**src/rtl/rf_ctrl_pkg.sv**
```systemverilog
// ---------------------------------------------------------------------------
// rf_ctrl_pkg
// Shared types and constants for the register-file write-back scheduler.
//   REG_AW    : register index width (32 architectural registers)
//   NUM_REGS  : number of architectural registers
//   DATA_W    : register data width
//   reg_idx_t : register index type
//   data_t    : register data type
//   gnt_src_e : which source owns the write port in a given cycle
// ---------------------------------------------------------------------------
package rf_ctrl_pkg;

  localparam int REG_AW   = 5;
  localparam int NUM_REGS = 32;
  localparam int DATA_W   = 32;

  typedef logic [REG_AW-1:0] reg_idx_t;
  typedef logic [DATA_W-1:0] data_t;

  typedef enum logic [1:0] {
    GNT_NONE = 2'd0,
    GNT_WB   = 2'd1,
    GNT_LL   = 2'd2
  } gnt_src_e;

  // A request only competes for the write port when it targets a real
  // register; r0 writes are swallowed without using the port.
  function automatic logic needs_port(input logic valid, input reg_idx_t rd);
    return valid && (rd != '0);
  endfunction

endpackage

```
**src/rtl/rf_scoreboard.sv**
```systemverilog
// ---------------------------------------------------------------------------
// rf_scoreboard
// Tracks registers awaiting a long-latency result and decides whether the
// issue stage must hold its instruction.
//   clk, rst            : clock, asynchronous active-high reset
//   iss_valid           : issue stage presents an instruction
//   iss_rs1/iss_rs2     : source registers checked for RAW hazards
//   iss_rd              : destination checked for WAW hazards, marked busy
//   iss_ll              : instruction completes through the long-latency unit
//   ll_ret              : a long-latency result is accepted this cycle
//   ll_ret_rd           : destination of the accepted long-latency result
//   iss_stall           : issue must hold the instruction this cycle
//   out_cnt             : number of long-latency ops in flight
// ---------------------------------------------------------------------------
module rf_scoreboard
  import rf_ctrl_pkg::*;
#(
  parameter int MAX_OUTSTANDING = 4,
  parameter int CNT_W           = 3
) (
  input  logic              clk,
  input  logic              rst,
  input  logic              iss_valid,
  input  logic [REG_AW-1:0] iss_rs1,
  input  logic [REG_AW-1:0] iss_rs2,
  input  logic [REG_AW-1:0] iss_rd,
  input  logic              iss_ll,
  input  logic              ll_ret,
  input  logic [REG_AW-1:0] ll_ret_rd,
  output logic              iss_stall,
  output logic [CNT_W-1:0]  out_cnt
);

  localparam logic [CNT_W-1:0] MAX_OUT_C = CNT_W'(MAX_OUTSTANDING);

  logic [NUM_REGS-1:0] busy_q, busy_d;
  logic [CNT_W-1:0]    out_cnt_q, out_cnt_d;
  logic                hazard;
  logic                at_limit;
  logic                issue_ll;

  // Hazards are judged on the registered busy bits only: a result accepted
  // this cycle unblocks dependants on the next cycle, never the same one.
  assign hazard    = iss_valid && (busy_q[iss_rs1] || busy_q[iss_rs2] || busy_q[iss_rd]);
  assign at_limit  = (out_cnt_q == MAX_OUT_C);
  assign iss_stall = hazard || (iss_ll && at_limit);
  assign issue_ll  = iss_valid && !iss_stall && iss_ll;

  always_comb begin
    // NOTE: every signal written here gets a default first, so no path can
    // leave it unassigned and infer a latch.
    busy_d    = busy_q;
    out_cnt_d = out_cnt_q;

    // Clear before set: if both ever hit the same register, the new
    // reservation survives.
    if (ll_ret) begin
      busy_d[ll_ret_rd] = 1'b0;
    end
    if (issue_ll && (iss_rd != '0)) begin
      busy_d[iss_rd] = 1'b1;
    end
    busy_d[0] = 1'b0;

    // Simultaneous issue and return cancel out. Both edges saturate so the
    // counter can never wrap on illegal input.
    unique case ({issue_ll, ll_ret})
      2'b10: if (!at_limit) out_cnt_d = out_cnt_q + 1'b1;
      2'b01: if (out_cnt_q != '0) out_cnt_d = out_cnt_q - 1'b1;
      default: out_cnt_d = out_cnt_q;
    endcase
  end

  // NOTE: the busy vector is plain flops, not a RAM, so it takes the async
  // reset like any other state; a reset must drop every pending reservation.
  always_ff @(posedge clk or posedge rst) begin
    if (rst) begin
      busy_q    <= '0;
      out_cnt_q <= '0;
    end else begin
      // NOTE: state is updated with non-blocking assignments so every flop
      // samples the pre-edge values regardless of statement order.
      busy_q    <= busy_d;
      out_cnt_q <= out_cnt_d;
    end
  end

  assign out_cnt = out_cnt_q;

endmodule

```
**src/rtl/rf_wb_sched.sv**
```systemverilog
// ---------------------------------------------------------------------------
// rf_wb_sched
// Write-back scheduler for the 32x32 register file. Shares the single write
// port between the in-order pipeline write-back and the long-latency unit,
// and stalls issue while a long-latency destination or source is pending.
//   clk, rst                  : clock, asynchronous active-high reset
//   iss_valid/rs1/rs2/rd/ll   : instruction presented by the issue stage
//   iss_stall                 : issue must hold the instruction
//   wb_valid/rd/data          : pipeline write-back request
//   wb_ready                  : pipeline write-back accepted this cycle
//   ll_valid/rd/data          : long-latency result request
//   ll_ready                  : long-latency result accepted this cycle
//   RFWr, A3, WD              : registered register-file write port
//   busy_cnt                  : long-latency ops in flight (debug)
// ---------------------------------------------------------------------------
module rf_wb_sched
  import rf_ctrl_pkg::*;
#(
  parameter int MAX_WAIT        = 4,
  parameter int MAX_OUTSTANDING = 4,
  parameter int CNT_W           = 3
) (
  input  logic              clk,
  input  logic              rst,
  input  logic              iss_valid,
  input  logic [REG_AW-1:0] iss_rs1,
  input  logic [REG_AW-1:0] iss_rs2,
  input  logic [REG_AW-1:0] iss_rd,
  input  logic              iss_ll,
  output logic              iss_stall,
  input  logic              wb_valid,
  input  logic [REG_AW-1:0] wb_rd,
  input  logic [DATA_W-1:0] wb_data,
  output logic              wb_ready,
  input  logic              ll_valid,
  input  logic [REG_AW-1:0] ll_rd,
  input  logic [DATA_W-1:0] ll_data,
  output logic              ll_ready,
  output logic              RFWr,
  output logic [REG_AW-1:0] A3,
  output logic [DATA_W-1:0] WD,
  output logic [CNT_W-1:0]  busy_cnt
);

  localparam logic [CNT_W-1:0] MAX_WAIT_C = CNT_W'(MAX_WAIT);

  logic [CNT_W-1:0] wait_cnt_q, wait_cnt_d;
  logic             ll_prio;
  logic             wb_live;
  logic             ll_live;
  gnt_src_e         gnt;

  logic     rfwr_q, rfwr_d;
  reg_idx_t a3_q, a3_d;
  data_t    wd_q, wd_d;

  // -------------------------------------------------------------------------
  // Arbitration. The pipeline owns the port by default; once the long-latency
  // source has been refused MAX_WAIT cycles in a row it takes priority for a
  // cycle, which bounds its wait to MAX_WAIT+1 cycles. A request to r0 never
  // needs the port, so it is always accepted and never blocks the other side.
  // -------------------------------------------------------------------------
  assign ll_prio = (wait_cnt_q >= MAX_WAIT_C);
  assign wb_live = needs_port(wb_valid, wb_rd);
  assign ll_live = needs_port(ll_valid, ll_rd);

  always_comb begin
    wb_ready = 1'b1;
    ll_ready = 1'b1;
    gnt      = GNT_NONE;
    if (ll_prio) begin
      wb_ready = !ll_live || (wb_rd == '0);
      if (ll_live)      gnt = GNT_LL;
      else if (wb_live) gnt = GNT_WB;
    end else begin
      ll_ready = !wb_live || (ll_rd == '0);
      if (wb_live)      gnt = GNT_WB;
      else if (ll_live) gnt = GNT_LL;
    end
  end

  // Refusal streak of the long-latency source; any acceptance or idle cycle
  // restarts it.
  always_comb begin
    wait_cnt_d = '0;
    if (ll_valid && !ll_ready) begin
      wait_cnt_d = ll_prio ? wait_cnt_q : wait_cnt_q + 1'b1;
    end
  end

  // Write port: address and data hold their last granted values when idle.
  always_comb begin
    rfwr_d = 1'b0;
    a3_d   = a3_q;
    wd_d   = wd_q;
    unique case (gnt)
      GNT_WB: begin
        rfwr_d = 1'b1;
        a3_d   = wb_rd;
        wd_d   = wb_data;
      end
      GNT_LL: begin
        rfwr_d = 1'b1;
        a3_d   = ll_rd;
        wd_d   = ll_data;
      end
      default: rfwr_d = 1'b0;
    endcase
  end

  always_ff @(posedge clk or posedge rst) begin
    if (rst) begin
      wait_cnt_q <= '0;
      rfwr_q     <= 1'b0;
      a3_q       <= '0;
      wd_q       <= '0;
    end else begin
      wait_cnt_q <= wait_cnt_d;
      rfwr_q     <= rfwr_d;
      a3_q       <= a3_d;
      wd_q       <= wd_d;
    end
  end

  assign RFWr = rfwr_q;
  assign A3   = a3_q;
  assign WD   = wd_q;

  // -------------------------------------------------------------------------
  // Scoreboard: a long-latency result retires its reservation when accepted,
  // including r0 results, which still count against the in-flight limit.
  // -------------------------------------------------------------------------
  rf_scoreboard #(
    .MAX_OUTSTANDING (MAX_OUTSTANDING),
    .CNT_W           (CNT_W)
  ) u_scoreboard (
    .clk       (clk),
    .rst       (rst),
    .iss_valid (iss_valid),
    .iss_rs1   (iss_rs1),
    .iss_rs2   (iss_rs2),
    .iss_rd    (iss_rd),
    .iss_ll    (iss_ll),
    .ll_ret    (ll_valid && ll_ready),
    .ll_ret_rd (ll_rd),
    .iss_stall (iss_stall),
    .out_cnt   (busy_cnt)
  );

endmodule

```
**config.mk**
```make
export PLATFORM = sky130hd
export DESIGN_NAME = rf_wb_sched
export DESIGN_NICKNAME = d
export VERILOG_FILES = /design/src/rtl/rf_ctrl_pkg.sv /design/src/rtl/rf_scoreboard.sv /design/src/rtl/rf_wb_sched.sv
export SDC_FILE = /design/constraint.sdc
export NUM_CORES = 1
export LEC_CHECK = 0
export BUFFER_PORTS_ARGS = -buffer_cell sky130_fd_sc_hd__buf_2
export CORE_ASPECT_RATIO = 0.9
export CORE_MARGIN = 4
export CORE_UTILIZATION = 30
export CTS_CLUSTER_SIZE = 28
export DETAILED_ROUTE_END_ITERATION = 8
export PLACE_DENSITY = 0.63
export SYNTH_ARGS = -nofsm -noshare
export SYNTH_HDL_FRONTEND = slang
export SYNTH_SLANG_ARGS = --single-unit
```
**constraint.sdc**
```tcl
create_clock -name clk -period 3 [get_ports clk]
set_clock_uncertainty 0.2 [all_clocks]
set_input_delay 0.3 -clock clk [delete_from_list [all_inputs] [get_ports clk]]
set_output_delay 0.3 -clock clk [all_outputs]
set_load 0.03 [all_outputs]
```
==> results of run 1 <==
==> per-stage QoR <==
step	TNS [ns]	hold WS [ns]	cells	total power [mW]	instance area, sq um
final	0	0.0582	806	3.89	6010
after global routing	-0.0626	0.0763	806	4.12	6010
after CTS	-0.0136	0.0459	798	3.87	5940
after detailed placement	-0.00330	0.239	774	2.75	5580
after global placement	0	0.223	774	2.71	5580
after floorplan	0	0.295	444	2.26	4550
==> worst min-delay path: stages <==
cell     delay (ns)
buf_2          0.07
mux2i_1        0.05
o21ai_0        0.13
==> registers in the layout (all words and copies together), names as in the netlist <==
signal,cells
A3,5
RFWr,1
WD,32
u_scoreboard.busy_q,31
u_scoreboard.out_cnt,3
wait_cnt_q,3
==> power by group <==
part	switching, mW	internal, mW	total (mW)
clock	0.401	0.650	1.05
combinational	0.794	0.616	1.41
sequential	0.201	1.23	1.43
==> cell families after synthesis <==
logic type	count (synthesis)	synth area share, %
AND/OR/NAND/NOR	111	12.8
adder cells (fa/ha/maj)	4	1.28
AO/OA/AOI/OAI	127	18.6
flip-flops	75	41.7
buffers and inverters	45	4.50
multiplexers	80	20.7
XOR/XNOR	2	0.389
==> routing by layer <==
metal  vias to the layer above  wire, um  GRT usage [%]
met5                         -        19              0
met4                         2       195           5.34
met3                        17      1280           5.30
li1                       1957         -              -
met1                      1976      6110           22.8
met2                       190      6630           26.5
==> area by class of cell <==
cell class | count | area share (%)
clock inverters | 1 | 0.0832
inverters | 11 | 0.687
well taps | 198 | 4.12
multi-input cells | 324 | 40.9
flip-flops and latches | 75 | 31.2
clock buffers | 15 | 4.79
repair buffers | 182 | 18.2
==> cells in the final DEF, fill, tap and decap left out, types with 3 or more instances in the layout <==
cell       netlist  routed
nor2_1          10       9
clkbuf_8         0       4
nand3b_1         8       8
or3_1            3       3
mux2_2           4       3
o41ai_2          4       4
nand3_1          7       7
o41ai_1          3       3
inv_1           11      10
nand2b_1         3       3
buf_2            6     137
nor3_1           3       3
a21oi_1          5       5
o31ai_1         24      24
nand2_1         54      51
buf_4            0      38
buf_12           0       5
dfrtp_1         75      75
and2_1           5       5
a22oi_1          3       3
mux2i_1         67      65
clkbuf_16        0       9
o22ai_1          5       4
or3b_2           4       3
o21ai_0         70      70
mux4_2           5       9
==> worst max-delay path by stage <==
| stage | start | end | slack (ns) | depth (start not counted) |
|---|---|---|---|---|
| floorplan | iss_rs1[1] | u_scoreboard.out_cnt[1]$_DFFE_PP0P_ | 0.001 | 11 |
| global placement | iss_rs1[0] | u_scoreboard.out_cnt[1]$_DFFE_PP0P_ | 0.05 | 9 |
| detailed placement | iss_rs1[0] | u_scoreboard.out_cnt[0]$_DFFE_PP0P_ | -0.002 | 9 |
| CTS | u_scoreboard.busy_q[23]$_DFF_PP0_ | iss_stall | -0.01 | 8 |
| global route | u_scoreboard.busy_q[29]$_DFF_PP0_ | iss_stall | -0.06 | 8 |
| finish | u_scoreboard.busy_q[29]$_DFF_PP0_ | iss_stall | 0.02 | 8 |
==> timing repair <==
action / CTS / global route
pin swaps: 4 / 4
hold buffers: 1 / 0
hold endpoints to repair: 29 / 0
buffers inserted: 7 / 8
resized for setup: 6 / 6
endpoints found under the setup margin: 1 / 1
==> flow_summary.yaml, run 1 <==
place:
  dp_hpwl_um: 11000
  numPortBuffers: 138
  post-place-ws_ns: -0.00204
  gp_congestion: 0.859
logic_synthesis:
  synth.distinct_cells: 55
  synthFlopType: "dfrtp_1"
  yosysTopAreaCell: "dfrtp_1"
  syn-num-nets: 543
  synth_edf_count: 0
  ys_seq_area_share_pct: 41.7
  synth_area_per_cell_sq_um: 10.1
  syn_inst: 444
  synth_top_area_share_pct: 41.7
  synth-seq-cells: 75
  async_flop_share_pct: 100
  synth_commonest_cells: "dfrtp_1, o21ai_0, mux2i_1"
  netlist_top_cells_area: "dfrtp_1, mux2i_1, o21ai_0"
  synth_area_sq_um: 4500
  synth_most_common_cell: "dfrtp_1"
  yosys_warnings: 0
worst_setup_path:
  worstPathRequired_ns: 2.50
  path_cells: "mux4_2 > mux2i_2 > o221ai_2 > a211oi_4 > buf_4 > nand2_2 > a32o_1 > buf_6"
  critPathTopFamily: "multiplexers"
  rrSetupSlack_ns: 0.17
  cp_slowest_stage_delay_ns: 0.50
  path_max_fanout: 4
  worst-path-buf-inv: 2
  r2r-start: "u_scoreboard.busy_q[29]$_DFF_PP0_"
  r2r_end: "u_scoreboard.out_cnt[1]$_DFFE_PP0P_"
  r2r_cells: 9
  crit_arrival_ns: 2.48
  critPathSlowestCell: "mux4_2"
  worstSetupStartpointType: "register"
  end_kind: "output pin"
  worstSetupPathType: "reg2out"
sta:
  setup_viol: 0
  layout_min_cycle_time_ns: 2.98
  rsz0062_at_grt: "yes"
  setup_slack_ns: 0.0204
  min_period_over_period_pct: 99.3
  worstMarginPinSlew_ns: 0.649
  timing.max_slew.rel_slack_pct: 56.7
  final_max_slew_viol_count: 0
  fmax_mhz: 336
  finalHoldViolCount: 0
clock_network:
  cts_buffers: 9
  clk_pin_slew_ns: 0.06
  clock_latency_ns: 0.33
  htree_levels: 3
  cts_buffer_depth: 2
  cts_tree: "done"
  clock-sinks: 75
  ctsRootBufferMaster: "clkbuf_16"
drt:
  avgViaCountPerCell: 5.14
  drc: 0
  final_antenna_net_count: 0
  vias: 4142
  wl_um: 14200
  dr.first_iter.drc_count: 231
  routedWlPerCell_um: 17.7
  dr.pass1.iters: 5
layout:
  final_layout_size_suffix_gt1_share_pct: 39.0
  area_growth_pct: 33.5
  antenna_cells: 0
  nNetsFinal: 702
  regArea_sq_um: 1880
  nFillCells: 1493
  final_util_pct: 40.9
  multi_input_area_sq_um: 2460
power_and_ir_drop:
  p_leak_nw: 2.73
  power_density_nw_per_um2: 647
  vdd_drop_max_uv: 274
floorplan:
  ios: 139
  die-area_sq_um: 17000
  die_h_um: 124
  initial_utilization_pct: 30.6
  die_w_um: 137
  rows: 42
  coreArea_sq_um: 14700
global_routing:
  grt_pass1_vias: 4225
  grt_pass1_wl_um: 22800
  grt_use_total_pct: 17.1
  grt_max_degree: 61
  antenna_found_initial: 1
  overflow: 0
worst_hold_path:
  hp-start: "wb_data[3]"
  hold_class: "in2reg"
  holdPathStages: 3
  min_to: "WD[3]$_DFFE_PP0P_"
job:
  maxCapViolCount: 0
status:
  outcome: "finished, final reports clean"
(Power assumes the default switching activity.)
==> run 2, diff against run 1 <==
SETUP_SLACK_MARGIN = 0.4   (was unset)
==> flow_summary.yaml, run 2 (synthesis results as in run 1) <==
status:
  outcome: "finished, final reports clean"
worst_setup_path:
  worstPathRequired_ns: 2.50
  path_cells: "buf_4 > mux2i_1 > o22ai_1 > nand2_1 > o211ai_1 > nor4_2 > buf_4 > buf_6 > nand2_4 > a32o_2 > buf_6"
  critPathSlowestCell: "dfrtp_1"
  critPathTopFamily: "buffers and inverters"
  worst-path-buf-inv: 4
  worstSetupPathType: "reg2out"
  end_kind: "output pin"
  path_max_fanout: 3
  cp_slowest_stage_delay_ns: 0.41
  crit_arrival_ns: 2.49
  worstSetupStartpointType: "register"
clock_network:
  clock-sinks: 75
  cts_buffer_depth: 2
  cts_tree: "done"
  clk_pin_slew_ns: 0.06
  ctsRootBufferMaster: "clkbuf_16"
  htree_levels: 3
  cts_buffers: 9
  clock_latency_ns: 0.33
sta:
  setup_viol: 0
  hold_ws_ns: 0.0606
  setup_slack_ns: 0.00876
  finalHoldViolCount: 0
  min_period_over_period_pct: 99.7
  layout_min_cycle_time_ns: 2.99
  timing.max_slew.rel_slack_pct: 48.2
  fmax_mhz: 334
  final_max_slew_viol_count: 0
  setup_tns_ns: 0
  rsz0062_at_grt: "yes"
  worstMarginPinSlew_ns: 0.776
global_routing:
  grt_pass1_wl_um: 23100
  overflow: 0
  grt_pass1_vias: 4307
  antenna_found_initial: 0
  use_met1_pct: 23.3
  grtUsageMet2_pct: 27.1
  top_usage_layer: "met2"
  grt_max_degree: 61
  grt_util_met3_pct: 3.32
  grt_use_total_pct: 17.0
layout:
  fin_area_sq_um: 6610
  largest_reg_flops: 32
  final_layout_size_suffix_gt1_share_pct: 45.1
  multi_input_area_sq_um: 2900
  final_cell_mix: "buf_2, dfrtp_1, mux2i_1, o21ai_0, nand2_1"
  regArea_sq_um: 1880
  final_common_cell: "buf_2"
  antenna_cells: 0
  nFillCells: 1414
  nNetsFinal: 713
  area_growth_pct: 46.8
power_and_ir_drop:
  vdd_drop_max_uv: 265
  power_density_nw_per_um2: 636
  p_leak_nw: 2.97
  p_total_mw: 4.21
place:
  post-place-ws_ns: -0.0723
  dp_hpwl_um: 10600
  postPlaceCellArea_sq_um: 5580
  gp_congestion: 0.948
  numPortBuffers: 138
floorplan:
  die_h_um: 124
  rows: 42
  coreArea_sq_um: 14700
  die-area_sq_um: 17000
  die_w_um: 137
  ios: 139
  initial_utilization_pct: 30.6
worst_hold_path:
  hold_class: "in2reg"
drt:
  avgViaCountPerCell: 5.22
  final_antenna_net_count: 0
  drc: 0
  dr.pass1.iters: 5
  vias: 4256
  routedWlPerCell_um: 18.3
  dr.first_iter.drc_count: 281
  wl_um: 15000
job:
  maxCapViolCount: 0
-- run 2: layer usage --
layer / up-vias / share of wire, %
met3: 31 / 7.1
li1: 1988 / -
met1: 2062 / 42
met5: - / 0
met2: 175 / 48
met4: 0 / 2.3
-- run 2: power breakdown --
| group | internal [mW] | switching (mW) |
|---|---|---|
| logic | 0.778 | 0.967 |
| clock network | 0.625 | 0.415 |
| registers | 1.23 | 0.193 |
| total | 2.63 | 1.57 |
-- run 2: final timing paths --
kind	start	end	slack, ns	depth (start not counted)
max in group asynchronous	rst	A3[0]$_DFFE_PP0P_	1.44	4
worst max-delay path	u_scoreboard.busy_q[31]$_DFF_PP0_	iss_stall	0.009	11
min in group asynchronous	rst	u_scoreboard.busy_q[6]$_DFF_PP0_	0.46	3
worst min register to register	WD[20]$_DFFE_PP0P_	WD[20]$_DFFE_PP0P_	0.28	2
worst max register to register	u_scoreboard.busy_q[20]$_DFF_PP0_	u_scoreboard.out_cnt[1]$_DFFE_PP0P_	0.07	10
worst min-delay path	wb_data[30]	WD[30]$_DFFE_PP0P_	0.06	3
-- run 2: what timing repair did --
action                                  4_1_cts  5_1_grt
endpoints found under the hold margin        31        0
cloned                                        1        2
buffers inserted                             12        7
endpoints found under the setup margin       32       35
hold buffers                                  1        0
gates resized for setup                      50       47
pin swaps                                    11        8
-- run 2: cell type report --
type                    count  share of cell area, %
repair buffers            193                   19.1
clock inverters             3                  0.322
flip-flops and latches     75                   28.4
well taps                 198                   3.75
multi-input cells         324                   43.8
clock buffers              12                   4.03
inverters                  11                  0.625
-- run 2: per-stage QoR --
stage,cells,util [%]
final,816,44.9
after global routing,816,44.9
after CTS,807,42.6
after detailed placement,778,37.9
after global placement,778,37.9
after floorplan,444,-
-- run 2: worst min-delay path, cell delays in order --
cell and delay [ns]:
buf_2 0.07, mux2i_1 0.05, o21ai_0 0.13
==> run 3, diff against run 2 <==
SYNTH_HIERARCHICAL = 1   (was unset)
==> flow_summary.yaml, run 3 <==
status:
  outcome: "finished with violations"
  violations: "setup timing"
sta:
  min_period_over_period_pct: 102
  setup_slack_ns: -0.0660
  worstMarginPinSlew_ns: 0.842
  rsz0062_at_grt: "yes"
  finalHoldViolCount: 0
  fmax_mhz: 326
  timing.max_slew.rel_slack_pct: 43.7
  setup_viol: 2
  hold_ws_ns: 0.0254
  layout_min_cycle_time_ns: 3.07
  final_max_slew_viol_count: 0
global_routing:
  overflow: 0
  grt_use_total_pct: 17.6
  grt_max_degree: 76
  grt_pass1_wl_um: 24700
  antenna_found_initial: 0
  grt_pass1_vias: 4695
logic_synthesis:
  ys_seq_area_share_pct: 40.9
  synth.distinct_cells: 60
  synth_most_common_cell: "dfrtp_1"
  synthFlopType: "dfrtp_1"
  synth_edf_count: 0
  yosysTopAreaCell: "dfrtp_1"
  syn_inst: 460
  synth_top_area_share_pct: 40.9
  yosys_warnings: 6
  synth_area_per_cell_sq_um: 9.97
  async_flop_share_pct: 100
  synth_area_sq_um: 4590
  syn-num-nets: 559
  netlist_top_cells_area: "dfrtp_1, mux2i_1, mux4_2"
  synth-seq-cells: 75
  synth_commonest_cells: "dfrtp_1, nand2_1, mux2i_1"
power_and_ir_drop:
  power_density_nw_per_um2: 584
  vdd_drop_max_uv: 371
  p_leak_nw: 3.11
clock_network:
  cts_tree: "done"
  ctsRootBufferMaster: "clkbuf_16"
  clock_latency_ns: 0.34
  htree_levels: 3
  clk_pin_slew_ns: 0.07
  cts_buffers: 9
  clock-sinks: 75
  cts_buffer_depth: 2
drt:
  vias: 4664
  dr.first_iter.drc_count: 305
  final_antenna_net_count: 0
  met1_length_um: 6830
  drc: 0
  dr.pass1.iters: 4
  highest_layer: "met4"
  avgViaCountPerCell: 5.44
  routedWlPerCell_um: 19.0
  wl_um: 16300
  wl_met2_um: 7520
  wl_met3_um: 1630
worst_setup_path:
  end_kind: "output pin"
  worstPathRequired_ns: 2.50
  worstSetupStartpointType: "register"
  path_max_fanout: 3
  crit_arrival_ns: 2.57
  worstSetupPathType: "reg2out"
place:
  gp_congestion: 0.942
  dp_hpwl_um: 11800
  postPlaceCellArea_sq_um: 5930
  numPortBuffers: 138
floorplan:
  die_h_um: 125
  die-area_sq_um: 17300
  initial_utilization_pct: 30.9
  die_w_um: 138
  ios: 139
  rows: 42
  coreArea_sq_um: 14900
layout:
  antenna_cells: 0
  final_common_cell: "buf_2"
  largest_reg_flops: 32
  final_cell_mix: "buf_2, dfrtp_1, buf_4, mux2i_1, nand2_1"
  nNetsFinal: 753
  fin_area_sq_um: 6780
  area_growth_pct: 47.8
  regArea_sq_um: 1880
  multi_input_area_sq_um: 2940
  nFillCells: 1413
  final_layout_size_suffix_gt1_share_pct: 46.7
worst_hold_path:
  hold_class: "in2reg"
job:
  maxCapViolCount: 0
==> run 3: logic make-up after synthesis <==
logic type               Yosys count  synth area share (%)
flip-flops                        75                  40.9
adder cells (fa/ha/maj)            4                  1.25
AO/OA/AOI/OAI                    140                  20.4
buffers and inverters             47                  4.61
AND/OR/NAND/NOR                  123                  13.9
multiplexers                      71                  18.9
==> run 3: per-stage QoR <==
step	setup TNS (ns)	setup slack, ns	std cells	utilization, %	power [mW]
CTS	-0.0934	-0.0661	849	42.7	3.78
global route	-0.366	-0.163	857	45.6	4.17
global placement	-0.0998	-0.0998	831	39.9	2.66
detailed placement	-0.248	-0.199	831	39.9	2.69
finish	-0.118	-0.0660	857	45.6	3.96
floorplan	-0.115	-0.115	460	-	2.16
==> run 3: layout make-up <==
type	count	share of cell area, %
Timing Repair Buffer	212	20.1
Sequential cell	75	27.7
Clock inverter	6	0.720
Clock buffer	10	3.38
Multi-Input combinational cell	338	43.4
Tap cell	198	3.65
Inverter	18	0.996
==> run 3: metal layers <==
metal	vias to the layer above	global-route usage [%]
met5	-	0
met4	0	4.94
met3	27	5.65
met2	262	27.3
met1	2268	24.0
li1	2107	-
==> run 3: worst max-delay path: stages (launching register included) <==
cell and delay, ns:
dfrtp_1 0.42, mux4_2 0.48, mux2_2 0.27, nand3b_1 0.10, and4_1 0.23, buf_4 0.13
nand4_1 0.18, a32o_1 0.27, buf_6 0.14
==> run 3: what timing repair did <==
| action | 4_1_cts | 5_1_grt |
|---|---|---|
| resized for setup | 26 | 64 |
| hold buffers | 1 | 0 |
| cloned | 0 | 3 |
| buffers inserted | 1 | 5 |
| pin swaps | 5 | 17 |
| endpoints found under the setup margin | 34 | 35 |
| hold endpoints to repair | 75 | 0 |
==> run 3: path summary, 6_finish.rpt <==
kind,from,endpoint,slack (ns),cells after the start
max,u_scoreboard/busy_q[15]$_DFF_PP0_,iss_stall,-0.07,8
min,wb_data[26],WD[26]$_DFFE_PP0P_,0.03,3
max reg2reg,u_scoreboard/busy_q[23]$_DFF_PP0_,u_scoreboard/out_cnt[1]$_DFFE_PP0P_,-0.05,11
min reg2reg,wait_cnt_q[0]$_DFFE_PP0P_,wait_cnt_q[0]$_DFFE_PP0P_,0.28,1
max in group asynchronous,rst,A3[1]$_DFFE_PP0P_,1.79,4
min in group asynchronous,rst,u_scoreboard/busy_q[14]$_DFF_PP0_,0.43,4
==> run 3: where the power goes <==
group,switching (mW),leakage (nW),internal (mW)
clock network,0.449,0.126,0.567
registers,0.197,0.953,1.20
logic,0.889,2.03,0.657
total,1.54,3.11,2.42
